==> config.mk <==
export PLATFORM = sky130hd
export DESIGN_NAME = pattern_stream_scanner
export DESIGN_NICKNAME = d
export VERILOG_FILES = /design/src/rtl/pss_pkg.sv /design/src/rtl/pattern_match_core.sv /design/src/rtl/pattern_stream_scanner.sv
export SDC_FILE = /design/constraint.sdc
export NUM_CORES = 1
export LEC_CHECK = 0
export CAP_MARGIN = 5
export CORE_MARGIN = 10
export CORE_UTILIZATION = 54
export CTS_BUF_LIST = sky130_fd_sc_hd__clkbuf_4 sky130_fd_sc_hd__clkbuf_8
export CTS_CLUSTER_DIAMETER = 30
export DETAILED_ROUTE_END_ITERATION = 16
export PLACE_DENSITY = 0.93
export SLEW_MARGIN = 40
export SYNTH_ARGS = -nofsm -noshare
export SYNTH_HDL_FRONTEND = slang
export SYNTH_SLANG_ARGS = --single-unit
==> constraint.sdc <==
create_clock -name clk -period 2.85 [get_ports clk]
set_input_delay 0.4275 -clock clk [delete_from_list [all_inputs] [get_ports clk]]
set_output_delay 0.4275 -clock clk [all_outputs]
set_load 0.005 [all_outputs]
==> src/rtl/pss_pkg.sv <==
// ============================================================================
// Module      : pss_pkg
// Description : Shared types and reset defaults for the pattern stream scanner.
// Revision    : 1.0 - initial release
// ============================================================================
`default_nettype none

package pss_pkg;

    typedef enum logic [0:0] {
        IDLE  = 1'b0,
        SHIFT = 1'b1
    } state_t;

    localparam logic [3:0] DEF_PATTERN = 4'b1101;
    localparam int         DEF_LEN     = 4;

endpackage

`default_nettype wire

==> src/rtl/pattern_match_core.sv <==
// ============================================================================
// Module      : pattern_match_core
// Description : Serial history register with length-masked pattern compare.
// Revision    : 1.0 - initial release
// ============================================================================
`default_nettype none

module pattern_match_core #(
    parameter int PAT_W = 4,
    parameter int LEN_W = $clog2(PAT_W + 1)
) (
    input  logic             clk,
    input  logic             reset_n,
    input  logic             bit_in,
    input  logic             bit_en,
    input  logic             flush,
    input  logic [PAT_W-1:0] pattern,
    input  logic [LEN_W-1:0] len,
    output logic             hit
);

    localparam int HIST_W = (PAT_W > 1) ? PAT_W - 1 : 1;

    logic [HIST_W-1:0] r_hist;
    logic [LEN_W-1:0]  r_seen;
    logic [HIST_W-1:0] w_hist_next;
    logic [PAT_W-1:0]  w_window;
    logic [PAT_W-1:0]  w_mask;
    logic [LEN_W-1:0]  w_seen_next;

    // The window is the stored history with the bit arriving this cycle appended.
    generate
        if (PAT_W > 1) begin : g_hist_wide
            assign w_window    = {r_hist, bit_in};
            assign w_hist_next = w_window[HIST_W-1:0];
        end else begin : g_hist_single
            assign w_window    = bit_in;
            assign w_hist_next = r_hist;
        end
    endgenerate

    always_comb begin
        w_mask = '0;
        for (int i = 0; i < PAT_W; i++) begin
            w_mask[i] = (LEN_W'(i) < len);
        end
    end

    assign w_seen_next = (r_seen >= LEN_W'(PAT_W)) ? LEN_W'(PAT_W) : r_seen + LEN_W'(1);

    assign hit = bit_en && !flush && (len != '0) && (w_seen_next >= len)
                 && (((w_window ^ pattern) & w_mask) == '0);

    always_ff @(posedge clk or negedge reset_n) begin
        if (!reset_n) begin
            r_hist <= '0;
            r_seen <= '0;
        end else if (flush) begin
            r_hist <= '0;
            r_seen <= '0;
        end else if (bit_en) begin
            r_hist <= w_hist_next;
            r_seen <= w_seen_next;
        end
    end

endmodule

`default_nettype wire

==> src/rtl/pattern_stream_scanner.sv <==
// ============================================================================
// Module      : pattern_stream_scanner
// Description : Serialises words MSB-first and reports overlapping pattern hits.
// Revision    : 1.0 - initial release
// ============================================================================
`default_nettype none

module pattern_stream_scanner
    import pss_pkg::*;
#(
    parameter int DATA_W = 8,
    parameter int PAT_W  = 4,
    parameter int CNT_W  = 16
) (
    input  logic                         clk,
    input  logic                         reset_n,
    input  logic                         clear,
    input  logic                         cfg_we,
    input  logic [PAT_W-1:0]             cfg_pattern,
    input  logic [$clog2(PAT_W+1)-1:0]   cfg_len,
    input  logic                         in_valid,
    output logic                         in_ready,
    input  logic [DATA_W-1:0]            in_data,
    output logic                         busy,
    output logic                         match,
    output logic [$clog2(DATA_W)-1:0]    match_idx,
    output logic [CNT_W-1:0]             match_count,
    output logic                         cfg_err
);

    localparam int LEN_W = $clog2(PAT_W + 1);
    localparam int IDX_W = $clog2(DATA_W);

    localparam logic [PAT_W-1:0] c_def_pattern = PAT_W'(DEF_PATTERN);
    localparam logic [LEN_W-1:0] c_def_len     = LEN_W'((DEF_LEN > PAT_W) ? PAT_W : DEF_LEN);
    localparam logic [IDX_W-1:0] c_last_bit    = IDX_W'(DATA_W - 1);

    state_t             r_state;
    state_t             w_state_next;
    logic [DATA_W-1:0]  r_word;
    logic [IDX_W-1:0]   r_bit_cnt;
    logic [PAT_W-1:0]   r_pattern;
    logic [LEN_W-1:0]   r_len;
    logic [CNT_W-1:0]   r_count;
    logic               r_match;
    logic [IDX_W-1:0]   r_match_idx;
    logic               r_cfg_err;

    logic               w_last_bit;
    logic               w_accept;
    logic               w_bit_en;
    logic               w_cfg_load;
    logic               w_flush;
    logic               w_hit;
    logic [LEN_W-1:0]   w_cfg_len;

    assign w_last_bit = (r_state == SHIFT) && (r_bit_cnt == c_last_bit);
    assign in_ready   = !clear && ((r_state == IDLE) || w_last_bit);
    assign w_accept   = in_valid && in_ready;
    assign w_bit_en   = (r_state == SHIFT) && !clear;
    assign w_cfg_load = cfg_we && !clear && (r_state == IDLE) && !w_accept;
    assign w_flush    = clear || w_cfg_load;
    assign w_cfg_len  = (cfg_len > LEN_W'(PAT_W)) ? LEN_W'(PAT_W) : cfg_len;

    assign busy        = (r_state == SHIFT);
    assign match       = r_match;
    assign match_idx   = r_match_idx;
    assign match_count = r_count;
    assign cfg_err     = r_cfg_err;

    always_ff @(posedge clk or negedge reset_n) begin
        if (!reset_n) begin
            r_state <= IDLE;
        end else begin
            r_state <= w_state_next;
        end
    end

    always_comb begin
        w_state_next = r_state;
        if (clear) begin
            w_state_next = IDLE;
        end else begin
            case (r_state)
                IDLE:    if (w_accept) w_state_next = SHIFT;
                SHIFT:   if (w_last_bit && !w_accept) w_state_next = IDLE;
                default: w_state_next = IDLE;
            endcase
        end
    end

    // Word register shifts left so the bit being serialised is always the MSB.
    always_ff @(posedge clk or negedge reset_n) begin
        if (!reset_n) begin
            r_word    <= '0;
            r_bit_cnt <= '0;
        end else if (w_accept) begin
            r_word    <= in_data;
            r_bit_cnt <= '0;
        end else if (w_bit_en) begin
            r_word    <= r_word << 1;
            r_bit_cnt <= r_bit_cnt + IDX_W'(1);
        end
    end

    always_ff @(posedge clk or negedge reset_n) begin
        if (!reset_n) begin
            r_pattern <= c_def_pattern;
            r_len     <= c_def_len;
            r_cfg_err <= 1'b0;
        end else begin
            r_cfg_err <= cfg_we && !clear && !w_cfg_load;
            if (w_cfg_load) begin
                r_pattern <= cfg_pattern;
                r_len     <= w_cfg_len;
            end
        end
    end

    always_ff @(posedge clk or negedge reset_n) begin
        if (!reset_n) begin
            r_match     <= 1'b0;
            r_match_idx <= '0;
            r_count     <= '0;
        end else begin
            r_match <= w_hit;
            if (w_hit) begin
                r_match_idx <= r_bit_cnt;
            end
            if (clear) begin
                r_count <= '0;
            end else if (w_hit && (r_count != {CNT_W{1'b1}})) begin
                r_count <= r_count + CNT_W'(1);
            end
        end
    end

    pattern_match_core #(
        .PAT_W (PAT_W),
        .LEN_W (LEN_W)
    ) u_core (
        .clk     (clk),
        .reset_n (reset_n),
        .bit_in  (r_word[DATA_W-1]),
        .bit_en  (w_bit_en),
        .flush   (w_flush),
        .pattern (r_pattern),
        .len     (r_len),
        .hit     (w_hit)
    );

endmodule

`default_nettype wire
==> qor.csv, run 1 <==
metric;value;unit
status;completed;
syn_avg_cell_area;10.1;µm²
use_met3;0.0507;
fin_crit;2.61;ns
critPathLaunchType;flip-flop;
clock_skew;0.00926;ns
num_antenna_cells;0;
cts_buffer_depth;2;
cts_tree;done;
synth_edf_count;0;
dieArea;7510;µm²
cts_root_buf;clkbuf_8;
cts_resized;0;
cts_hold_buf;0;
fillerInstances;331;
clkLatencyLatePin;0.30;ns
die_h;86.7;µm
initial_core_util;0.555;
grt_max_degree;47;
avgViaCountPerCell;5.63;
num_vias;1893;
arrival;2.80;ns
row_count;24;
setup_tns;0;ns
grt_pass1_vias;1921;
netlist.area_leader.share;0.438;
grt_overflow_total;0;
syn-cell-area;2400;µm²
drt_iter0_markers;132;
max_slew_margin;0.607;
die_w;86.7;µm
yosysMostFrequentCell;dfrtp_1;
postSynthCellCount;238;
p_leak;1.23;nW
fin_util;0.691;
seq_area_frac_synth;0.482;
worst_hold_slack;0.113;ns
rsz0062_at_grt;no;
setup_violations;0;
yosys_warnings;0;
gp_congestion;0.874;
path_clk_slew;0.08;ns
synth_commonest_cells;42 x dfrtp_1, 18 x nand2_1, 18 x nor2_1;
post_cts_buffers;0;
antenna_found_initial;0;
finalNonFillerCells;336;
dpl.hpwl;3790;µm
synth_area_leader_cell;dfrtp_1;
use_met2;0.244;
final-max-slew-violation-count;0;
async_flop_share;1.00;
max_slew.worst_pin.slew;0.589;ns
grtUsageTotal;0.147;
cts.sinks;46;
cap_violations;0;
fin_crit_sh;0.916;
synthTopCellsByArea;dfrtp_1 44%, dfstp_2 4.4%, ha_1 4.2%;
coreArea;4320;µm²
wire_per_inst;15.5;µm
drive_gt1_frac;0.123;
worst_setup_path_end_kind;flip-flop;
area_growth_syn_to_layout;24.5;%
grt_most_used_layer;met2;
synth_ff_type;dfrtp_1;
remaining_drc_errors;0;
port_buffers;42;
cp.required;3.04;ns
drtAntennaViolNets;0;
cts-buffers-inserted;5;
hold_violations;0;
wl;5210;µm
finalNetCount;311;
grt_util_met1;0.173;
p_per_area;489;nW/µm²
synth.distinct_cells;52;
hold_class;input port to async pin;
fmax;383;MHz
syn_nets;266;
firstDrtPassIters;4;
peakVddDrop;292;µV
ios;43;
grt_pass1_wl;9070;µm
rrSetupSlack;0.24;ns
dp.cells;328;
ys_ff_latch;46;
path_max_fanout;17;
cts_max_level;2;
critical_path_class;flip-flop to flip-flop;
-- worst paths after layout --
| check | start | endpoint | depth (start not counted) |
|---|---|---|---|
| worst max-delay path | u_core.r_seen[0] | match_count[1] | 10 |
| worst min-delay path | reset_n | r_word[4] | 1 |
| worst max register to register | u_core.r_seen[0] | match_count[1] | 10 |
| worst min register to register | match_idx[2] | match_idx[2] | 1 |
| max in group asynchronous | reset_n | match_count[5] | 1 |
| min in group clk | match_idx[2] | match_idx[2] | 1 |
-- cell type report --
type                    count  area (µm²)  area share
flip-flops and latches     46        1160       0.387
multi-input cells         166        1140       0.382
repair buffers             48         475       0.159
clock buffers               6        76.3      0.0256
well taps                  52        65.1      0.0218
inverters                  16        60.1      0.0201
clock inverters             2        13.8     0.00461
-- worst max-delay path, cell delays in order, from the launching register on --
cell	delay, ns
dfrtp_1	0.36
inv_1	0.09
ha_1	0.29
nor2b_1	0.19
ha_1	0.25
o21ai_0	0.15
a21oi_1	0.07
o221ai_2	0.48
buf_12	0.22
nor2_1	0.07
mux2_1	0.31
-- cell families after synthesis --
logic type               Yosys count  share of synthesized area
adder cells (fa/ha/maj)            8                     0.0417
multiplexers                      17                     0.0751
AO/OA/AOI/OAI                     55                      0.154
flip-flops                        46                      0.482
AND/OR/NAND/NOR                   80                      0.182
XOR/XNOR                           6                     0.0219
buffers and inverters             26                     0.0433
-- through the flow --
step | worst slack (ns) | cell area (µm²) | power (W)
final | 0.239 | 2990 | 0.00146
after global routing | 0.0800 | 2990 | 0.00155
after CTS | 0.228 | 2990 | 0.00147
after detailed placement | 0.250 | 2900 | 0.00108
after global placement | 0.388 | 2890 | 0.00106
after floorplan | 0.581 | 2400 | 0.000952
-- flip-flops by register name (all words and copies together), names as in the netlist --
name and cells:
busy 1, cfg_err 1, match 1, match_count 16, match_idx 3, r_bit_cnt 3, r_len 3, r_pattern 4
r_word 8, u_core.r_hist 3, u_core.r_seen 3
-- metal layers --
| layer | part of all wire | vias up | wire (µm) |
|---|---|---|---|
| met1 | 0.43 | 924 | 2250 |
| met4 | 0.013 | 0 | 70 |
| met2 | 0.50 | 28 | 2610 |
| li1 | - | 935 | - |
| met3 | 0.053 | 6 | 277 |
| met5 | 0 | - | 0 |
-- placed cells by master, fill, tap and decap left out, types with 4 or more instances in the layout --
cell and instances:
mux2_2 5, nor2b_1 5, xnor2_1 4, a21oi_1 11, ha_1 8, nor2_1 18
or4_1 5, clkbuf_8 5, inv_1 16, nand3_1 6, nor3_1 5, o31ai_1 5
nand2_1 18, dfstp_2 4, mux2i_1 9, buf_4 6, or3_1 4, dfrtp_1 42
o21ai_0 15, clkdlybuf4s50_1 41
-- power by group --
part	switching, W	internal (W)	total [W]	leakage (nW)
Combinational	0.000119	0.000140	0.000260	0.580
Clock	0.000217	0.000183	0.000400	0.0486
Sequential	0.0000631	0.000739	0.000802	0.605
No activity file was read; power rests on OpenSTA's default activity.
==> inputs of run 2 (changes only) <==
--- a/config.mk
+++ b/config.mk
@@ -15,4 +15,5 @@
 export SLEW_MARGIN = 40
 export SYNTH_ARGS = -nofsm -noshare
 export SYNTH_HDL_FRONTEND = slang
+export SYNTH_HIERARCHICAL = 1
 export SYNTH_SLANG_ARGS = --single-unit
==> qor.csv, run 2 <==
metric;value;unit
clock_skew;0.00595;ns
critical_path_class;flip-flop to flip-flop;
max_slew_margin;0.605;
synth_area_leader_cell;dfrtp_1;
antenna_found_initial;1;
synth_top_family_by_area;simple AND/OR/NAND/NOR gates;
num_vias;2044;
hold_class;input port to async pin;
cts.sinks;46;
worst_setup_path_end_kind;flip-flop;
pwr-share-clk;0.312;
die_h;85.7;µm
cts_hold_buf;0;
most-common-layout-cells;41 x dfrtp_1, 38 x clkdlybuf4s50_1, 22 x nor2_1;
largest_register_ff_count;16;
synth_ff_type;dfrtp_1;
syn-cell-area;2330;µm²
seq_area_frac_synth;0.496;
setup_violations;6;
cp.required;3.09;ns
status;finished, violations left;
grt_overflow_total;0;
initial_core_util;0.570;
clkLatencyLatePin;0.30;ns
grt_pass1_wl;10100;µm
rrSetupSlack;-0.03;ns
netlist.area_leader.share;0.451;
wire_per_inst;20.4;µm
mostFrequentLayoutCell;dfrtp_1;
switching_share;0.265;
cts-buffers-inserted;5;
cts_buffer_depth;2;
fin_crit_sh;1.01;
grt_pass1_vias;2088;
synth.distinct_cells;47;
arrival;3.12;ns
syn_avg_cell_area;10.5;µm²
max_slew.worst_pin.slew;0.593;ns
yosys_warnings;6;
synth_compound_area_frac;0.119;
async_flop_share;1.00;
synthMuxAreaShare;0.0778;
remaining_drc_errors;0;
dieArea;7340;µm²
gp_congestion;0.815;
ys_ff_latch;46;
avgViaCountPerCell;6.16;
synth_commonest_cells;42 x dfrtp_1, 22 x nor2_1, 15 x a21oi_1;
critPathLaunchType;flip-flop;
drtAntennaViolNets;0;
rsz0062_at_grt;yes;
dpl.hpwl;4200;µm
synthSimpleGateAreaFrac;0.214;
cts_root_buf;clkbuf_8;
dp_worst_setup_slack;-0.364;ns
p_leak;1.32;nW
synth_adder_area_share;0.0429;
drive_gt1_frac;0.274;
final-max-slew-violation-count;0;
fin_crit;2.88;ns
p_int;0.00114;W
coreArea;4090;µm²
syn_nets;249;
fin_area;3210;µm²
ios;43;
p_comb_frac;0.181;
hold_violations;0;
finalNetCount;308;
placed_area;2930;µm²
port_buffers;42;
cts_max_level;2;
fmax;347;MHz
grt_max_degree;47;
violations;setup timing;
grtUsageTotal;0.168;
synthTopCellsByArea;dfrtp_1 45%, dfstp_2 4.5%, ha_1 4.3%;
p_sw;0.000409;W
path_clk_slew;0.09;ns
drt_iter0_markers;128;
die_w;85.7;µm
yosysMostFrequentCell;dfrtp_1;
wl;6780;µm
area_growth_syn_to_layout;37.5;%
cap_violations;0;
path_max_fanout;5;
firstDrtPassIters;4;
row_count;23;
p_per_area;482;nW/µm²
synth_xor_area_frac;0.0225;
fillerInstances;229;
cts_tree;done;
peakVddDrop;379;µV
synth_edf_count;0;
pwr-share-seq;0.507;
worst_slack;-0.0343;ns
postSynthCellCount;221;
-- run 2: per-layer routing --
layer / routed length, µm / track usage / share of wire
met2: 3570 / 0.287 / 0.53
met5: 0 / 0 / 0
met4: 152 / 0.0629 / 0.022
met3: 448 / 0.0501 / 0.066
met1: 2610 / 0.193 / 0.38
-- run 2: timing repair --
item | 4_1_cts | 5_1_grt
gates resized for setup | 9 | 23
pin swaps | 7 | 11
endpoints found under the setup margin | 2 | 11
buffers inserted | 2 | 1
-- run 2: area by class of cell --
type / instances / area [µm²] / share of cell area
Clock buffer: 5 / 68.8 / 0.0215
Antenna cell: 1 / 2.50 / 0.000781
Multi-Input combinational cell: 159 / 1290 / 0.404
Inverter: 9 / 33.8 / 0.0105
Timing Repair Buffer: 59 / 546 / 0.170
Sequential cell: 46 / 1160 / 0.361
Clock inverter: 3 / 40.0 / 0.0125
Tap cell: 50 / 62.6 / 0.0195
-- run 2: cell families after synthesis --
kind of cell,Yosys count
AO/OA/AOI/OAI,41
multiplexers,17
adder cells (fa/ha/maj),8
XOR/XNOR,6
AND/OR/NAND/NOR,87
buffers and inverters,16
flip-flops,46
-- run 2: worst paths after layout --
check	start	to	cells after the start
worst max-delay path	u_core/r_seen[0]	match_count[10]	12
worst min-delay path	reset_n	match_count[12]	1
worst max register to register	u_core/r_seen[0]	match_count[10]	12
max in group asynchronous	reset_n	busy	1
worst min register to register	r_word[4]	r_word[4]	1
min in group clk	r_word[4]	r_word[4]	1
-- run 2: through the flow --
stage          instances  hold WS [ns]  utilization  power (W)  setup TNS [ns]
2_1_floorplan        221         0.132            -   0.000934               0
3_3_place_gp         320         0.487        0.717    0.00104           -2.26
3_5_place_dp         320         0.468        0.718    0.00105           -3.04
4_1_cts              330         0.146        0.754    0.00152               0
5_1_grt              332         0.153        0.784    0.00160          -0.471
6_report             332         0.110        0.784    0.00155          -0.146
-- run 2: critical path, cell delays in order (launching register included) --
cell	delay [ns]
dfrtp_1	0.43
inv_2	0.12
ha_4	0.21
nor2b_4	0.13
ha_4	0.26
o21a_1	0.15
a21oi_2	0.09
nor4_4	0.38
buf_4	0.18
and3_4	0.21
o2111ai_4	0.14
or3_4	0.40
a21oi_2	0.12
-- run 2: power groups by stage --
| stage | combinational [W] | clock (W) | sequential (W) |
|---|---|---|---|
| after floorplan | 0.000154 | 0 | 0.000780 |
| after global placement | 0.000247 | 0 | 0.000788 |
| after detailed placement | 0.000261 | 0 | 0.000793 |
| after CTS | 0.000263 | 0.000480 | 0.000781 |
| after global routing | 0.000304 | 0.000504 | 0.000793 |
| final | 0.000280 | 0.000482 | 0.000783 |
==> inputs of run 3 (changes only) <==
--- a/config.mk
+++ b/config.mk
@@ -5,13 +5,14 @@
 export SDC_FILE = /design/constraint.sdc
 export NUM_CORES = 1
 export LEC_CHECK = 0
+export ABC_AREA = 1
 export CAP_MARGIN = 5
 export CORE_MARGIN = 10
-export CORE_UTILIZATION = 54
+export CORE_UTILIZATION = 55
 export CTS_BUF_LIST = sky130_fd_sc_hd__clkbuf_4 sky130_fd_sc_hd__clkbuf_8
 export CTS_CLUSTER_DIAMETER = 30
 export DETAILED_ROUTE_END_ITERATION = 16
-export PLACE_DENSITY = 0.93
+export PLACE_DENSITY = 0.94
 export SLEW_MARGIN = 40
 export SYNTH_ARGS = -nofsm -noshare
 export SYNTH_HDL_FRONTEND = slang
==> qor.csv, run 3 <==
metric;value;unit
peakVddDrop;322;µV
critical_path_class;input port to flip-flop;
worst_setup_path_end_kind;flip-flop;
arrival;2.60;ns
mostFrequentLayoutCell;nand2_1;
drt_iter0_markers;227;
firstDrtPassIters;4;
synthSimpleGateAreaFrac;0.334;
netlist.area_leader.share;0.424;
worst_hold_slack;0.0927;ns
final-max-slew-violation-count;0;
wire_per_inst;14.1;µm
area_growth_syn_to_layout;24.9;%
postSynthCellCount;317;
die_w;87.1;µm
wl;5930;µm
cts_tree;done;
avgViaCountPerCell;5.39;
num_antenna_cells;0;
post_cts_buffers;0;
yosys_warnings;6;
synth_top_family_by_area;simple AND/OR/NAND/NOR gates;
fin_crit_sh;0.841;
p_int;0.00111;W
row_count;24;
num_vias;2270;
die_h;87.1;µm
dieArea;7590;µm²
p_leak;1.48;nW
antenna_found_initial;0;
largest_register_ff_count;16;
cts_buffer_depth;2;
synth_compound_area_frac;0.0692;
cts_resized;0;
cts_max_level;2;
synth_xor_area_frac;0.0212;
port_buffers;42;
drive_gt1_frac;0.114;
cp.required;3.05;ns
p_comb_frac;0.173;
dpl.hpwl;4400;µm
pwr-share-clk;0.319;
synth_adder_area_share;0.0404;
grt_max_degree;47;
status;completed;
synth.distinct_cells;30;
grtUsageTotal;0.162;
gp_congestion;0.930;
ios;43;
initial_core_util;0.569;
finalNetCount;396;
fillerInstances;324;
placed_area;2980;µm²
syn_avg_cell_area;7.81;µm²
hold_class;input port to async pin;
path_clk_slew;0.09;ns
cts_root_buf;clkbuf_8;
cts_hold_buf;0;
async_flop_share;1.00;
synthMuxAreaShare;0;
grt_pass1_vias;2231;
ys_ff_latch;46;
drtAntennaViolNets;0;
synth_edf_count;0;
path_max_fanout;14;
p_per_area;498;nW/µm²
setup_tns;0;ns
max_slew_margin;0.626;
cts.sinks;46;
fmax;417;MHz
cap_violations;0;
remaining_drc_errors;0;
switching_share;0.277;
clkLatencyLatePin;0.30;ns
fin_area;3090;µm²
critPathLaunchType;input port;
seq_area_frac_synth;0.467;
coreArea;4350;µm²
fin_crit;2.40;ns
synth_ff_type;dfrtp_1;
most-common-layout-cells;107 x nand2_1, 42 x dfrtp_1, 41 x clkdlybuf4s50_1;
synth_commonest_cells;107 x nand2_1, 42 x dfrtp_1, 39 x nand3_1;
synthTopCellsByArea;dfrtp_1 42%, nand2_1 16%, nand3_1 7.9%;
synth_area_leader_cell;dfrtp_1;
p_sw;0.000426;W
setup_violations;0;
syn-cell-area;2480;µm²
rsz0062_at_grt;no;
hold_violations;0;
cts-buffers-inserted;5;
pwr-share-seq;0.508;
grt_pass1_wl;10100;µm
syn_nets;345;
clock_skew;0.00610;ns
grt_overflow_total;0;
max_slew.worst_pin.slew;0.561;ns
yosysMostFrequentCell;nand2_1;
[run 3: cell count changes after synthesis, moves of 5 or more]
cell	delta
nand3_1	+36
a221o_1	-7
inv_2	+10
mux2_2	-8
inv_1	+18
nor2_1	+5
a21oi_1	-8
nand2_1	+94
o31ai_1	-5
nor2b_1	-6
mux2i_1	-8
[run 3: per-stage QoR]
step / setup WS [ns] / power [W] / cells / utilization
4_1_cts: 0.460 / 0.00154 / 421 / 0.710
5_1_grt: 0.149 / 0.00161 / 421 / 0.710
3_5_place_dp: 0.148 / 0.00105 / 413 / 0.684
3_3_place_gp: 0.253 / 0.00104 / 413 / 0.684
6_report: 0.452 / 0.00154 / 421 / 0.710
2_1_floorplan: 0.503 / 0.000936 / 317 / -
[run 3: cells by family after synthesis]
kind of cell,after synthesis
AOI/OAI and AO/OA,26
DFF,46
adders and majority gates,8
xor gates and xnor gates,6
and+or+nand+nor,189
buffers and inverters,42
[run 3: layer usage]
metal	vias up	share of wire	routed length [µm]	global-route usage
li1	1121	-	-	-
met1	1059	0.43	2550	0.195
met2	81	0.48	2860	0.271
met3	9	0.066	391	0.0375
met4	0	0.020	119	0.0681
met5	-	0	0	0
[run 3: power groups by stage]
stage | combinational (W) | clock (W) | sequential [W]
after global routing | 0.000305 | 0.000515 | 0.000790
after floorplan | 0.000157 | 0 | 0.000780
final | 0.000266 | 0.000491 | 0.000782
after CTS | 0.000269 | 0.000493 | 0.000781
after detailed placement | 0.000261 | 0 | 0.000792
after global placement | 0.000251 | 0 | 0.000791
[run 3: critical path, cell delays in order]
cell and delay [ns]:
clkdlybuf4s50_1 0.49, inv_2 0.04, nand2_1 0.14, nor3_4 0.06
inv_2 0.13, nand2_1 0.11, inv_2 0.08, nand2_2 0.09
a21oi_2 0.11, nand2_1 0.05, nor2_1 0.12, inv_1 0.14
o21ai_4 0.32, inv_4 0.13, nand2_1 0.09, nand2_1 0.05
[run 3: final timing paths]
| path | start | end | slack, ns | cells past startpoint |
|---|---|---|---|---|
| max in group asynchronous | reset_n | r_len[2] | 2.35 | 1 |
| worst max-delay path | clear | match_count[5] | 0.45 | 16 |
| worst min register to register | r_pattern[2] | r_pattern[2] | 0.48 | 2 |
| worst min-delay path | reset_n | match_count[10] | 0.09 | 1 |
| min in group clk | r_pattern[2] | r_pattern[2] | 0.48 | 2 |
| worst max register to register | u_core/r_seen[0] | match_count[5] | 0.47 | 16 |
[run 3: area by class of cell]
class	instances	area, µm²	share of cell area
Sequential cell	46	1160	0.374
Multi-Input combinational cell	229	1150	0.372
Timing Repair Buffer	48	463	0.150
Inverter	38	145	0.0469
Clock buffer	5	68.8	0.0222
Tap cell	52	65.1	0.0210
Clock inverter	3	45.0	0.0146
